==> config.mk <==
export PLATFORM = sky130hd
export DESIGN_NAME = deviation_scheduler_flat
export DESIGN_NICKNAME = d
export VERILOG_FILES = /design/src/rtl/deviation_scheduler_if.sv /design/src/rtl/deviation_scheduler.sv /design/src/flat_wrapper.sv
export SDC_FILE = /design/constraint.sdc
export NUM_CORES = 1
export LEC_CHECK = 0
export ABC_AREA = 0
export BUFFER_PORTS_ARGS = -buffer_cell sky130_fd_sc_hd__buf_4
export CAP_MARGIN = 0
export CORE_MARGIN = 2
export CORE_UTILIZATION = 45
export DETAILED_ROUTE_END_ITERATION = 6
export PLACE_DENSITY = 0.68
export SLEW_MARGIN = 20
export SYNTH_ARGS = -nofsm -noshare
export SYNTH_HDL_FRONTEND = slang
export SYNTH_SLANG_ARGS = --single-unit
==> constraint.sdc <==
create_clock -name clk -period 4.9 [get_ports clk]
set_clock_uncertainty 0.1 [all_clocks]
set_input_delay 0.98 -clock clk [delete_from_list [all_inputs] [get_ports clk]]
set_output_delay 0.98 -clock clk [all_outputs]
set_load 0.05 [all_outputs]
==> src/rtl/deviation_scheduler_if.sv <==
// deviation_scheduler_if: request/operand/result bundle between sensor channels and the deviation scheduler
interface deviation_scheduler_if #(
    parameter int N_CH  = 4,
    parameter int WIDTH = 8
);
    localparam int CH_W = $clog2(N_CH);
    logic [N_CH-1:0]       req;
    logic [N_CH*WIDTH-1:0] sample_in;
    logic [WIDTH-1:0]      nominal_in;
    logic [WIDTH-1:0]      threshold_in;
    logic [N_CH-1:0]       grant;
    logic                  busy;
    logic                  result_valid;
    logic [CH_W-1:0]       result_ch;
    logic [WIDTH-1:0]      result_abs;
    logic                  alarm;
    logic [7:0]            alarm_count;
    modport master (
        output req, sample_in, nominal_in, threshold_in,
        input  grant, busy, result_valid, result_ch, result_abs, alarm, alarm_count
    );
    modport slave (
        input  req, sample_in, nominal_in, threshold_in,
        output grant, busy, result_valid, result_ch, result_abs, alarm, alarm_count
    );
endinterface

==> src/rtl/deviation_scheduler.sv <==
// deviation_scheduler: shares one |sample - nominal| unit across N_CH channels; SCHED_FIXED_PRIORITY_EN selects fixed priority instead of round robin
module deviation_scheduler #(
    parameter int N_CH  = 4,
    parameter int WIDTH = 8
) (
    input logic clk,
    input logic reset,
    deviation_scheduler_if.slave bus
);
    localparam int CH_W = $clog2(N_CH);

    typedef enum logic [1:0] {IDLE, CALC, DONE} state_t;

    state_t                state;
    logic [WIDTH-1:0]      op_s;
    logic [WIDTH-1:0]      op_n;
    logic [CH_W-1:0]       sel;
    logic signed [WIDTH:0] diff;
    logic [WIDTH:0]        mag_full;
    logic [WIDTH-1:0]      mag;

`ifdef SCHED_FIXED_PRIORITY_EN
    // lowest-index requester wins; scanning downward leaves the lowest one in sel
    always_comb begin
        sel = '0;
        for (int i = N_CH - 1; i >= 0; i--)
            if (bus.req[i]) sel = CH_W'(i);
    end
`else
    logic [CH_W-1:0] rr_ptr;
    logic [CH_W-1:0] idx;
    logic            found;
    // round robin: first requester at or after rr_ptr, wrapping through the power-of-two index space
    always_comb begin
        sel   = rr_ptr;
        idx   = rr_ptr;
        found = 1'b0;
        for (int i = 0; i < N_CH; i++) begin
            idx = rr_ptr + CH_W'(i);
            if (!found && bus.req[idx]) begin
                sel   = idx;
                found = 1'b1;
            end
        end
    end
`endif

    // one extra bit keeps the difference exact; a magnitude needing that bit saturates to all ones
    assign diff     = $signed({op_s[WIDTH-1], op_s}) - $signed({op_n[WIDTH-1], op_n});
    assign mag_full = diff[WIDTH] ? $unsigned(-diff) : $unsigned(diff);
    assign mag      = mag_full[WIDTH] ? {WIDTH{1'b1}} : mag_full[WIDTH-1:0];

    // IDLE -> CALC -> DONE sequencer with all outputs registered
    always_ff @(posedge clk) begin
        if (reset) begin
            state            <= IDLE;
            op_s             <= '0;
            op_n             <= '0;
            bus.grant        <= '0;
            bus.busy         <= 1'b0;
            bus.result_valid <= 1'b0;
            bus.result_ch    <= '0;
            bus.result_abs   <= '0;
            bus.alarm        <= 1'b0;
            bus.alarm_count  <= '0;
`ifndef SCHED_FIXED_PRIORITY_EN
            rr_ptr           <= '0;
`endif
        end else begin
            case (state)
                IDLE: begin
                    bus.result_valid <= 1'b0;
                    if (bus.req != '0) begin
                        op_s      <= bus.sample_in[sel*WIDTH +: WIDTH];
                        op_n      <= bus.nominal_in;
                        bus.grant <= N_CH'(1) << sel;
                        bus.busy  <= 1'b1;
                        state     <= CALC;
`ifndef SCHED_FIXED_PRIORITY_EN
                        rr_ptr    <= sel + 1'b1;
`endif
                    end
                end
                CALC: begin
                    bus.result_abs   <= mag;
                    bus.alarm        <= mag > bus.threshold_in;
                    bus.result_ch    <= CH_W'($clog2(32'(bus.grant)));
                    bus.grant        <= '0;
                    bus.result_valid <= 1'b1;
                    state            <= DONE;
                end
                default: begin
                    if (bus.alarm && bus.alarm_count != 8'hFF)
                        bus.alarm_count <= bus.alarm_count + 8'd1;
                    bus.result_valid <= 1'b0;
                    bus.busy         <= 1'b0;
                    state            <= IDLE;
                end
            endcase
        end
    end
endmodule

==> src/flat_wrapper.sv <==
// flat-port wrapper written by rule: the top's interface ports become plain ports
module deviation_scheduler_flat 
#(
    parameter int N_CH  = 4,
    parameter int WIDTH = 8
)
  (clk, reset, bus_req, bus_sample_in, bus_nominal_in, bus_threshold_in, bus_grant, bus_busy, bus_result_valid, bus_result_ch, bus_result_abs, bus_alarm, bus_alarm_count);
  deviation_scheduler_if #(.N_CH(N_CH), .WIDTH(WIDTH)) bus_i ();
  input logic clk;
  input logic reset;
  input wire logic [$bits(bus_i.req)-1:0] bus_req;
  input wire logic [$bits(bus_i.sample_in)-1:0] bus_sample_in;
  input wire logic [$bits(bus_i.nominal_in)-1:0] bus_nominal_in;
  input wire logic [$bits(bus_i.threshold_in)-1:0] bus_threshold_in;
  output wire logic [$bits(bus_i.grant)-1:0] bus_grant;
  output wire logic [$bits(bus_i.busy)-1:0] bus_busy;
  output wire logic [$bits(bus_i.result_valid)-1:0] bus_result_valid;
  output wire logic [$bits(bus_i.result_ch)-1:0] bus_result_ch;
  output wire logic [$bits(bus_i.result_abs)-1:0] bus_result_abs;
  output wire logic [$bits(bus_i.alarm)-1:0] bus_alarm;
  output wire logic [$bits(bus_i.alarm_count)-1:0] bus_alarm_count;
  assign bus_i.req = bus_req;
  assign bus_i.sample_in = bus_sample_in;
  assign bus_i.nominal_in = bus_nominal_in;
  assign bus_i.threshold_in = bus_threshold_in;
  assign bus_grant = bus_i.grant;
  assign bus_busy = bus_i.busy;
  assign bus_result_valid = bus_i.result_valid;
  assign bus_result_ch = bus_i.result_ch;
  assign bus_result_abs = bus_i.result_abs;
  assign bus_alarm = bus_i.alarm;
  assign bus_alarm_count = bus_i.alarm_count;
  deviation_scheduler #(.N_CH(N_CH), .WIDTH(WIDTH)) u_core (.clk(clk), .reset(reset), .bus(bus_i));
endmodule
Yosys cells after proc, flatten, opt, wreduce, memory -nomap -nowiden
Cells that the tools add are included. Widths: inputs -> output; s select.

Logic and storage cells: 103. Output and inout port bits: 25. Bits in registers: 45. Input bits: 54.

Bitwise operators: 2. Add/sub/neg operators: 8. Shift-type cells: 2. Mux-type cells: 56. Order comparisons: 5. Reductions and logical operators: 16. Equality and inequality tests: 3.

Operator list (number): $mux 2 (36); $reduce_bool 32->1 (1); $shiftx 32x6->8 (1); $lt 2x3->1 const B (4); $mux 1 (10); $mux 9 (1); $neg 9->9 (1); $sub 8x8->9 (1); $add 8x1->8 const B (1); $bmux 1 s2 (4); $gt 8x8->1 (1); $mux 8 (1); $ne 8x8->1 const B (1); $pmux 4 s2 (1); $reduce_and 2->1 (4); $sub 4x1->5 const B (1); $add 2x1->2 const B (2); $add 2x2->2 const B (2); $logic_and 1x1->1 (4); $mux 4 (1); $pmux 2 s2 (1); $reduce_bool 4->1 (1); $shl 1x2->4 const A (1); $logic_not 1->1 (3); 7 further kinds (8).

Logic depth before layout (Yosys ltp)
Gate-level depths: netlist of the first run.

Word-level depth: 34. Depth in mapped cells: 19. Gate-level depth less buffers: 19.

Worst setup path after synthesis of the first run
No wires, ideal clock.

Path kind: flip-flop to flip-flop. From: register u_core.op_s[0]. To: register u_core.bus.alarm. Data required time: 4.685 ns. Period minus slack after synthesis: 3.687 ns. Path slack: 1.213 ns. Cell stages (with the launch flop): 19. Path buffers: 0. Setup time: 0.115 ns. Arrival time: 3.472 ns. Cell sequence: dfxtp_1 -> inv_1 -> ha_1 -> inv_1 -> fa_1 -> a21o_1 -> a21oi_1 -> xor2_1 -> nand3_1 -> or4_4 -> a22oi_2 -> ha_1 -> nor2b_1 -> o21a_1 -> o21ai_0 -> nand2b_1 -> a21oi_1 -> a21oi_1 -> o21ba_2.

Word-level cells in the longest chain between the ends: 5.

Ends and longest elaborated chain: start, declared (line deviation_scheduler.sv:15) `logic [WIDTH-1:0] op_s;`; start signal, assigned (line deviation_scheduler.sv:74) `op_s <= bus.sample_in[sel*WIDTH +: WIDTH];`; $sub 8x8->9 (*) (line deviation_scheduler.sv:49) `assign diff = $signed({op_s[WIDTH-1], op_s}) - $signed({op_n[WIDTH-1], op_n});`; $neg 9->9 (line deviation_scheduler.sv:50) `assign mag_full = diff[WIDTH] ? $unsigned(-diff) : $unsigned(diff);`; $mux 9 (*) (line deviation_scheduler.sv:50); $mux 8 (*) (line deviation_scheduler.sv:51) `assign mag = mag_full[WIDTH] ? {WIDTH{1'b1}} : mag_full[WIDTH-1:0];`; named net u_core.mag[1] (line deviation_scheduler.sv:20) `logic [WIDTH-1:0] mag;`; $gt 8x8->1 (*) (line deviation_scheduler.sv:86) `bus.alarm <= mag > bus.threshold_in;`; end signal, assigned (line deviation_scheduler.sv:86); end, declared (line deviation_scheduler_if.sv:24) `output grant, busy, result_valid, result_ch, result_abs, alarm, alarm_count`.

Mark *: on every way through the listed nets, which the timed path passes. The rest lies on a longest branch. A chain may end at the register's enable or synchronous reset.

Worst setup path in the final report of the first run
Same ends and word-level chain as after synthesis.

==> metrics.md, run 1 <==
| Metric | Value |
|---|---|
| Global-route wire length before repair | `around 11,000 µm` |
| Synth Area in Adders | `11.4%` |
| Number of fillers in the final layout | `579` |
| Vias per inst | `5.19` |
| Commonest non-fill, non-tap cell in the layout | `buf_4` |
| Sequential power share | `29.2%` |
| CTS tree | `yes` |
| Die Area | `0.00713 mm²` |
| Clk slew on worst S/H paths | `0.08 ns` |
| Cell count after placement | `491` |
| Worst min path class | `flip-flop to flip-flop` |
| Post-route setup slack | `roughly 0.95 ns` |
| Post-synthesis sequential area ratio | `between 30% and 40%` |
| Clock power share | `14.7%` |
| Routed vias | `roughly 2,600` |
| Ys async rst share | `0%` |
| Slew headroom | `31.3%` |
| HP Start | `u_core.bus.result_ch[0]` |
| Multi-input gate area | `~0.0019 mm²` |
| Setup TNS | `0 ns` |
| CP Capture Type | `flip-flop` |
| TritonCTS Buffers | `5` |
| Period utilization | `approximately four fifths` |
| Pwr Total | `between 1500 and 2000 µW` |
| WL met2 | `~2800 µm` |
| Final setup viols | `0` |
| Worst-margin pin slew | `1.02 ns` |
| Fraction of layout cells with a size suffix above 1 | `24.9%` |
| Met3 Wirelength | `373 µm` |
| Yosys reg bits | `45` |
| Final slew viol count | `0` |
| RSZ-0062 raised after global routing | `false` |
| Outcome | `completed` |
| Synth Area in Compound Gates | `23.2%` |
| Setup CP Type | `flip-flop to flip-flop` |
| Synth Flop Type | `dfxtp_1` |
| Starting density of the core | `between 40% and 50%` |
| Reg2Reg Depth | `18` |
| Clock latency at the later pin of the worst-skew pair | `between 0.2 and 0.3 ns` |
| Initial antenna violation count | `0` |
| Sink Count | `between 40 and 50` |
| Iter 0 DRT Violations | `74` |
| Psw | `between 600 and 700 µW` |
| Postcts setup bufs | `0` |
| Syn nets | `428` |
| Post-CTS Hold Fix Bufs | `0` |
| EDFF count, synth | `0` |
| Area Overhead vs Synth | `25.2%` |
| WL met1 | `2950 µm` |
| Critical path peak fanout | `6` |
| Finished Layout Cells | `498` |
| Root Driver | `clkbuf_8` |
| GRT Overall Usage | `between 15 and 20%` |
| Post-DP HPWL | `4920 µm` |
| Die Height | `84.4 µm` |
| DRC | `0` |
| R2r setup slk | `~0.95 ns` |
| Worst r2r src | `u_core.op_s[0]` |
| Reg area | `901 µm²` |
| H-tree levels | `2` |
| Hold Vio Cnt, Final | `0` |
| Maxcap violations | `0` |
| Comb pwr share | `56.1%` |
| PwrDens | `slightly above 400 mW/mm²` |
| Rows | `29` |
| Die width | `84.4 µm` |
| Maximum vdd drop | `roughly 0.24 mV` |
| Top sig layer | `met4` |
| Core area | `0.00631 mm²` |
| Arrival time of the worst setup path | `4.04 ns` |
| Most frequent cells in the layout | `79 x buf_4, 45 x dfxtp_1, 43 x nand2_1` |
| Worst Setup Start Kind | `flip-flop` |
| Lkg Pwr | `0.00168 µW` |
| Fin crit period | `3.95 ns` |
| Pre-CTS WS | `0.991 ns` |
| Post-DRT Antenna Nets | `0` |
| Cell variety after synth | `55` |
| Max Buffers Root-to-Sink | `2` |
| Post-CTS Resized | `0` |
| GR Overflow Total | `0` |
| Vias in the first global route | `2,416` |
| First-pass detailed-route iteration total | `4` |
| Port Buffer Count | `between 70 and 80` |
| Fmax | `253 MHz` |
| Syn Area/Cell | `approximately 8.4 µm²` |
| Worst R2R End | `u_core.bus.alarm` |
| Internal power | `867 µW` |
| # IOs | `79` |
| CP Launch Point | `u_core.op_s[0]` |
| Mapped Area | `0.00291 mm²` |
| Synth Area in Simple Gates | `18.4%` |
| Worst Setup EP | `u_core.bus.alarm` |
| Final #Nets | `501` |
| Post-synthesis cell count | `348` |
| Largest family of logic cells by synthesized area | `compound AO/OA/AOI/OAI gates` |
| WP data required | `4.99 ns` |
| Largest net degree at the start of global routing | `43` |
| DR WL/cell | `12.5 µm` |
| Post-DP Area | `0.00356 mm²` |
| Final wirelength | `between 6000 and 7000 µm` |
| ANT cells | `0` |
| Final instance area | `0.00364 mm²` |
| Post-synthesis xor/xnor area fraction | `4.21%` |
| Switching part of the total | `42.5%` |
| Mux cell area share after synthesis | `6.53%` |
| Placer Congestion | `0.835` |
| Yosys Warn Count | `0` |
area by class of cell:
class | count | area share (%)
clock buffer | 6 | 1.99
timing repair buffer | 79 | 16.3
multi-input combinational | 263 | 51.3
tap | 77 | 2.64
inverter | 27 | 2.78
sequential | 45 | 24.7
clock inverter | 1 | 0.240
power groups by stage:
stage	Sequential (µW)	Combinational, µW	Clock [µW]
4_1_cts	441	845	231
3_3_place_gp	448	828	0
3_5_place_dp	449	841	0
5_1_grt	447	936	245
2_1_floorplan	521	574	0
6_report	441	846	221
synth_stat cells (2+ instances only):
cell      number  share of area [%]
o211ai_1      10                2.6
a21oi_1       31                5.3
clkbuf_1      10                1.3
o21ai_0        5               0.86
and3_1         5                1.1
nor2_1        29                3.7
a211o_1        2               0.60
a31oi_1        4               0.86
nand2b_1       5                1.1
nand4_1        2               0.43
a221o_1        2               0.69
nor3b_1        5                1.3
xnor2_1        6                1.8
nand2_1       43                5.5
dfxtp_1       45                 31
nor2b_1        5                1.1
xor2_1         8                2.4
mux2i_1       10                3.4
mux2_2         8                3.1
nand3_1        3               0.52
buf_2          2               0.34
a22o_1         4                1.2
a211oi_1       5                1.3
inv_1         27                3.5
a21o_1         9                2.3
and2_1         3               0.64
o21a_1         5                1.3
ha_1          25                 11
nor3_1         4               0.69
per-layer routing:
| metal | track usage, % | vias up |
|---|---|---|
| li1 | - | 1366 |
| met1 | 24.3 | 1127 |
| met2 | 29.7 | 84 |
| met3 | 3.64 | 6 |
| met4 | 5.19 | 0 |
| met5 | 0 | - |
flip-flops by register name (all words and copies together) (netlist names):
name,count
u_core.bus.alarm_count,8
u_core.bus.result_abs,8
u_core.op_n,8
u_core.op_s,8
u_core.bus.grant,4
u_core.bus.result_ch,2
u_core.rr_ptr,2
u_core.state,2
u_core.bus.alarm,1
u_core.bus.busy,1
u_core.bus.result_valid,1
worst max-delay path, stage by stage, from the launching register on:
cell and delay (ns):
dfxtp_1 0.32, inv_1 0.07, ha_1 0.13, inv_1 0.04, fa_1 0.39, a21o_1 0.21
a21oi_1 0.19, xor2_1 0.27, nand3_1 0.24, or4_4 0.52, a22oi_2 0.19, ha_1 0.27
nor2b_1 0.14, o21a_1 0.15, o21ai_0 0.13, nand2b_1 0.07, a21oi_1 0.14, a21oi_1 0.08
o21ba_2 0.20
through the flow:
stage                     utilization (%)  hold slack, ns
final                                57.7           0.352
after global routing                 57.7           0.381
after CTS                            57.7           0.356
after detailed placement             56.4           0.346
after global placement               56.4           0.342
after floorplan                         -           0.336
kinds of logic (layout without fill, tap and decap cells):
family                     count (synthesis)  count (layout)
AOI/OAI and AO/OA                         93              93
xor gates and xnor gates                  14              14
adders and majority gates                 26              26
buffers and inverters                     40             113
DFF                                       45              45
muxes                                     18              18
and+or+nand+nor                          112             112
how the worst min path moves through the flow:
stage / to / depth (start not counted)
after global placement: u_core.bus.result_ch[0] / 2
after floorplan: u_core.op_n[1] / 2
final: u_core.bus.result_ch[0] / 2
after global routing: u_core.bus.result_ch[0] / 2
after CTS: u_core.bus.result_ch[0] / 2
after detailed placement: u_core.bus.result_ch[0] / 2
No activity file was read; power rests on OpenSTA's default activity.
==> run 2: changes to the inputs <==
--- a/config.mk
+++ b/config.mk
@@ -11,7 +11,7 @@
 export CORE_MARGIN = 2
 export CORE_UTILIZATION = 45
 export DETAILED_ROUTE_END_ITERATION = 6
-export PLACE_DENSITY = 0.68
+export PLACE_DENSITY = 0.71
 export SLEW_MARGIN = 20
 export SYNTH_ARGS = -nofsm -noshare
 export SYNTH_HDL_FRONTEND = slang
==> constraint.sdc (replaced) <==
create_clock -name clk -period 3.5 [get_ports clk]
set_clock_uncertainty 0.1 [all_clocks]
set_input_delay 0.7 -clock clk [delete_from_list [all_inputs] [get_ports clk]]
set_output_delay 0.7 -clock clk [all_outputs]
set_load 0.05 [all_outputs]
==> run 2 against run 1 <==
Compared with the run above: the run now ends with negative setup slack left; flip-flop and latch count unchanged; hold slack improved by 0.0051 ns; critical path type unchanged; final cell count increased by 7.4%.
==> metrics.md, run 2 (same netlist as run 1, synthesis figures left out) <==
| Metric | Value |
|---|---|
| Outcome | `complete, but fails checks` |
| Failing checks | `negative setup slack` |
| Largest net degree at the start of global routing | `between 40 and 50` |
| Die Height | `84.4 µm` |
| H-tree levels | `2` |
| Final wirelength | `6740 µm` |
| Worst path depth | `16` |
| CTS tree | `yes` |
| Period utilization | `103%` |
| Vias per inst | `a little over 5` |
| Lkg Pwr | `0.00188 µW` |
| CP cell instances | `inv_1 > ha_1 > a21o_1 > or4_1 > o22ai_2 > nor2_1 > or4_4 > a22oi_2 > ha_1 > nor2b_1 > o21a_1 > o21ai_1 > nand2b_1 > a21oi_1 > a21oi_1 > o21ba_2` |
| CP bufs+invs | `1` |
| Hold Vio Cnt, Final | `0` |
| Root Driver | `clkbuf_8` |
| Initial antenna violation count | `0` |
| R2r setup slk | `-0.11 ns` |
| Worst Setup Start Kind | `flip-flop` |
| Pre-CTS WS | `-0.248 ns` |
| RSZ-0062 raised after global routing | `true` |
| Max Buffers Root-to-Sink | `2` |
| Iter 0 DRT Violations | `just over 60` |
| Maximum vdd drop | `0.347 mV` |
| Most frequent cells in the layout | `115 x buf_4, 43 x nand2_1, 43 x dfxtp_1` |
| Delay-heaviest family, CP | `simple AND/OR/NAND/NOR gates` |
| Setup CP Type | `flip-flop to flip-flop` |
| TritonCTS Buffers | `5` |
| Maxcap violations | `0` |
| Fraction of layout cells with a size suffix above 1 | `33.4%` |
| Reg2Reg Depth | `16` |
| WP data required | `~3.6 ns` |
| Area Overhead vs Synth | `37.7%` |
| Commonest non-fill, non-tap cell in the layout | `buf_4` |
| Routed vias | `2,752` |
| Worst min path class | `flip-flop to flip-flop` |
| Critical path peak fanout | `2` |
| Starting density of the core | `46.1%` |
| Global-route wire length before repair | `approximately 11,000 µm` |
| Die width | `about 84 µm` |
| Final slew viol count | `0` |
| # IOs | `just under 80` |
| Setup TNS | `-0.112 ns` |
| Post-route setup slack | `-0.112 ns` |
| Die Area | `0.00713 mm²` |
| Core area | `around 0.0063 mm²` |
| Slew headroom | `28.9%` |
| Final #Nets | `roughly 540` |
| Number of fillers in the final layout | `approximately 570` |
| Vias in the first global route | `between 2,000 and 3,000` |
| ANT cells | `0` |
| CP Launch Point | `u_core.op_n[6]` |
| Worst-margin pin slew | `1.06 ns` |
| Worst R2R End | `u_core.bus.alarm` |
| First-pass detailed-route iteration total | `5` |
| Final setup viols | `1` |
| Clk slew on worst S/H paths | `0.09 ns` |
| GRT Overall Usage | `18.9%` |
| Worst Setup EP | `u_core.bus.alarm` |
| Post-CTS Hold Fix Bufs | `0` |
| PwrDens | `635 mW/mm²` |
| Clock latency at the later pin of the worst-skew pair | `0.30 ns` |
| Fmax | `between 200 and 300 MHz` |
| Port Buffer Count | `78` |
| DRC | `0` |
| Sink Count | `45` |
| CP Capture Type | `flip-flop` |
| Pwr Total | `2540 µW` |
| Placer Congestion | `around 0.78` |
| CP max stage delay | `0.55 ns` |
| Post-DP HPWL | `5190 µm` |
| GR Overflow Total | `0` |
| Fin crit period | `between 3 and 4 ns` |
| Rows | `29` |
| Worst r2r src | `u_core.op_n[6]` |
| Critical Path Slowest Stage Cell | `or4_4` |
| DR WL/cell | `12.6 µm` |
| Arrival time of the worst setup path | `3.72 ns` |
| Post-DRT Antenna Nets | `0` |
==> run 2: changes by cell type in the layout (fill, tap and decap cells not counted), sizes merged <==
cell	before	now
bufinv	0	1
buf	79	115
==> run 2: worst reg2reg max path: stages, from the launching register on <==
cell      delay, ns
dfxtp_2        0.34
inv_1          0.04
ha_1           0.30
a21o_1         0.20
or4_1          0.43
o22ai_2        0.16
nor2_1         0.08
or4_4          0.55
a22oi_2        0.19
ha_1           0.27
nor2b_1        0.14
o21a_1         0.16
o21ai_1        0.11
nand2b_1       0.06
a21oi_1        0.13
a21oi_1        0.07
o21ba_2        0.19
==> run 2: layout make-up <==
| class | instances | area (µm²) | area share, % |
|---|---|---|---|
| multi-input cells | 263 | 1930 | 48.2 |
| clock buffers | 6 | 72.6 | 1.81 |
| repair buffers | 115 | 863 | 21.5 |
| flip-flops and latches | 45 | 903 | 22.5 |
| clock inverters | 2 | 38.8 | 0.968 |
| inverters | 27 | 101 | 2.53 |
| well taps | 77 | 96.3 | 2.40 |
==> run 2: what timing repair did <==
item / CTS / global route
pin swaps: 6 / 6
endpoints found under the setup margin: 1 / 1
setup buffers: 6 / 2
gates resized for setup: 6 / 7
==> run 2: worst min-delay path by stage <==
stage / slack (ns) / cells after the start / end / startpoint
2_1_floorplan: 0.34 / 2 / u_core.op_n[1] / u_core.op_n[1]
3_3_place_gp: 0.34 / 2 / u_core.bus.result_ch[0] / u_core.bus.result_ch[0]
3_5_place_dp: 0.35 / 2 / u_core.op_n[3] / u_core.op_n[3]
4_1_cts: 0.36 / 2 / u_core.op_n[3] / u_core.op_n[3]
5_1_grt: 0.39 / 2 / u_core.op_n[6] / u_core.op_n[6]
6_report: 0.36 / 2 / u_core.op_n[3] / u_core.op_n[3]
==> run 2: stage by stage <==
| stage | utilization (%) | area, µm² | hold slack, ns | instances |
|---|---|---|---|---|
| 6_report | 63.5 | 4010 | 0.357 | 535 |
| 5_1_grt | 63.5 | 4010 | 0.386 | 535 |
| 4_1_cts | 62.6 | 3950 | 0.359 | 533 |
| 3_5_place_dp | 59.8 | 3780 | 0.348 | 519 |
| 3_3_place_gp | 59.8 | 3780 | 0.342 | 519 |
| 2_1_floorplan | - | 2920 | 0.336 | 348 |
==> run 2: metal layers <==
layer	share of wire [%]	global-route usage (%)
met5	0	0
met1	45	23.6
met4	1.5	5.92
met2	48	33.3
met3	5.5	3.15
==> run 2: power breakdown <==
| group | total [µW] | switching [µW] | internal (µW) | leakage (µW) |
|---|---|---|---|---|
| registers | 619 | 43.4 | 575 | 0.000370 |
| logic | 1520 | 773 | 750 | 0.00145 |
| clock network | 403 | 188 | 215 | 0.0000554 |
| total | 2540 | 1000 | 1540 | 0.00188 |
==> run 3: changes to the inputs <==
--- a/config.mk
+++ b/config.mk
@@ -9,9 +9,10 @@
 export BUFFER_PORTS_ARGS = -buffer_cell sky130_fd_sc_hd__buf_4
 export CAP_MARGIN = 0
 export CORE_MARGIN = 2
-export CORE_UTILIZATION = 45
+export CORE_UTILIZATION = 40
+export CTS_CLUSTER_SIZE = 40
 export DETAILED_ROUTE_END_ITERATION = 6
-export PLACE_DENSITY = 0.71
+export PLACE_DENSITY = 0.64
 export SLEW_MARGIN = 20
 export SYNTH_ARGS = -nofsm -noshare
 export SYNTH_HDL_FRONTEND = slang
==> run 3 against run 2 <==
Compared with the run above: the flow still finishes with violations (negative setup slack); critical path depth is 1 higher; final cell count is 3.9% higher; total power is 4.8% lower; design area is 0.91% lower; sequential power hardly changed; sequential share of layout area is 0.14 points higher; critical path type unchanged; critical endpoint unchanged.
==> metrics.md, run 3 (same netlist as run 1, synthesis figures left out) <==
| Metric | Value |
|---|---|
| Core area | `between 0.007 and 0.008 mm²` |
| Slew headroom | `45.4%` |
| Die width | `89.3 µm` |
| Hold Path End | `u_core.bus.result_ch[0]` |
| Sink Count | `45` |
| Fraction of layout cells with a size suffix above 1 | `around a third` |
| H-tree levels | `2` |
| Worst hold path depth | `2` |
| Failing checks | `negative setup slack` |
| Arrival time of the worst setup path | `3.71 ns` |
| Critical path peak fanout | `2` |
| CP Capture Type | `flip-flop` |
| Worst-margin pin slew | `between 0.8 and 0.9 ns` |
| Most frequent cells in the layout | `114 x buf_4, 45 x dfxtp_1, 43 x nand2_1` |
| Largest net degree at the start of global routing | `43` |
| TritonCTS Buffers | `5` |
| Pre-CTS WS | `-0.187 ns` |
| Maximum vdd drop | `0.249 mV` |
| Iter 0 DRT Violations | `53` |
| Maxcap violations | `0` |
| CTS tree | `yes` |
| Worst min path class | `flip-flop to flip-flop` |
| RSZ-0062 raised after global routing | `true` |
| Starting density of the core | `40.8%` |
| Post-DP HPWL | `5140 µm` |
| GR Overflow Total | `0` |
| Post-route setup slack | `-0.113 ns` |
| Rows | `31` |
| CP cell instances | `inv_1 > ha_1 > inv_1 > fa_2 > a21o_1 > a221oi_4 > xnor2_1 > or4_4 > a22oi_2 > ha_1 > nor2b_1 > o21a_1 > o21ai_1 > nand2b_1 > a21oi_2 > a21oi_1 > o21ba_2` |
| GRT Overall Usage | `17.1%` |
| Final wirelength | `6520 µm` |
| Multi-input gate area | `0.00190 mm²` |
| Critical Path Slowest Stage Cell | `or4_4` |
| Cell count after placement | `542` |
| Number of fillers in the final layout | `712` |
| Commonest non-fill, non-tap cell in the layout | `buf_4` |
| Worst R2R End | `u_core.bus.alarm` |
| Clk slew on worst S/H paths | `0.09 ns` |
| Final setup viols | `1` |
| Worst Setup Start Kind | `flip-flop` |
| Worst r2r src | `u_core.op_s[0]` |
| Reg area | `901 µm²` |
| Routed vias | `2,702` |
| Outcome | `complete, but fails checks` |
| Setup CP Type | `flip-flop to flip-flop` |
| Post-DP Area | `0.00381 mm²` |
| Setup TNS | `-0.113 ns` |
| Final instance area | `~0.004 mm²` |
| Clock latency at the later pin of the worst-skew pair | `0.30 ns` |
| Fin crit period | `about 3.6 ns` |
| Vias in the first global route | `~2,600` |
| Finished Layout Cells | `approximately 560` |
| Final slew viol count | `0` |
| DRC | `0` |
| Final #Nets | `536` |
| Die Height | `89.3 µm` |
| Initial antenna violation count | `0` |
| CP max stage delay | `0.53 ns` |
| Fmax | `277 MHz` |
| PwrDens | `610 mW/mm²` |
| Hold Vio Cnt, Final | `0` |
| Area Overhead vs Synth | `36.4%` |
| Port Buffer Count | `roughly 80` |
| ANT cells | `0` |
| Placer Congestion | `0.864` |
| Die Area | `0.00797 mm²` |
| HP Start | `u_core.bus.result_ch[0]` |
| Global-route wire length before repair | `11,200 µm` |
| WP data required | `between 3 and 4 ns` |
| Post-DRT Antenna Nets | `0` |
| Max Buffers Root-to-Sink | `2` |
| Root Driver | `clkbuf_8` |
| Period utilization | `103%` |
| DR WL/cell | `11.7 µm` |
| Vias per inst | `4.86` |
| R2r setup slk | `-0.11 ns` |
| # IOs | `79` |
| Reg2Reg Depth | `17` |
| First-pass detailed-route iteration total | `4` |
| Lkg Pwr | `0.00185 µW` |
| WHS | `0.355 ns` |
run 3: how the worst max path moves through the flow:
| stage | startpoint | slack, ns | endpoint |
|---|---|---|---|
| 3_5_place_dp | u_core.op_s[0] | -0.19 | u_core.bus.alarm |
| 4_1_cts | u_core.op_s[0] | -0.1 | u_core.bus.alarm |
| 6_report | u_core.op_s[0] | -0.11 | u_core.bus.alarm |
| 2_1_floorplan | u_core.op_s[0] | -0.16 | u_core.bus.alarm |
| 5_1_grt | u_core.op_s[0] | -0.31 | u_core.bus.alarm |
| 3_3_place_gp | u_core.op_s[0] | -0.09 | u_core.bus.alarm |
run 3: cell type report:
cell class	count	area share [%]
Clock inverter	3	0.536
Sequential cell	45	22.7
Tap cell	99	3.12
Timing Repair Buffer	114	21.6
Multi-Input combinational cell	263	47.8
Clock buffer	5	1.73
Inverter	27	2.55
run 3: layer usage:
metal	vias to the layer above	wire length [µm]	GRT usage, %	part of all wire, %
met4	0	53	3.39	0.81
met1	1191	3100	22.7	48
met3	4	311	2.95	4.8
met2	69	3060	29.5	47
met5	-	0	0	0
li1	1438	-	-	-
run 3: through the flow:
stage                     utilization, %  power [µW]
after global placement              53.4        1970
after global routing                55.6        2640
after CTS                           55.0        2380
final                               55.6        2420
after detailed placement            53.4        2000
after floorplan                        -        1540
run 3: critical path, delay by kind of cell (launching register included):
| kind | cells | cell delay (ns) |
|---|---|---|
| xor+xnor | 1 | 0.13 |
| fa+ha+maj | 3 | 0.76 |
| simple gates | 3 | 0.74 |
| buf+inv | 2 | 0.12 |
| flops | 1 | 0.32 |
| compound gates | 8 | 1.33 |
run 3: power by group:
part / internal, µW / switching, µW
logic: 719 / 746
registers: 575 / 43.1
clock network: 142 / 196
total: 1440 / 985
run 3: timing repair:
| action | 4_1_cts | 5_1_grt |
|---|---|---|
| hold endpoints to repair | 0 | 0 |
| setup buffers | 3 | 3 |
| hold buffers | 0 | 0 |
| pin swaps | 7 | 8 |
| resized for setup | 3 | 3 |
| setup endpoints to repair | 1 | 1 |
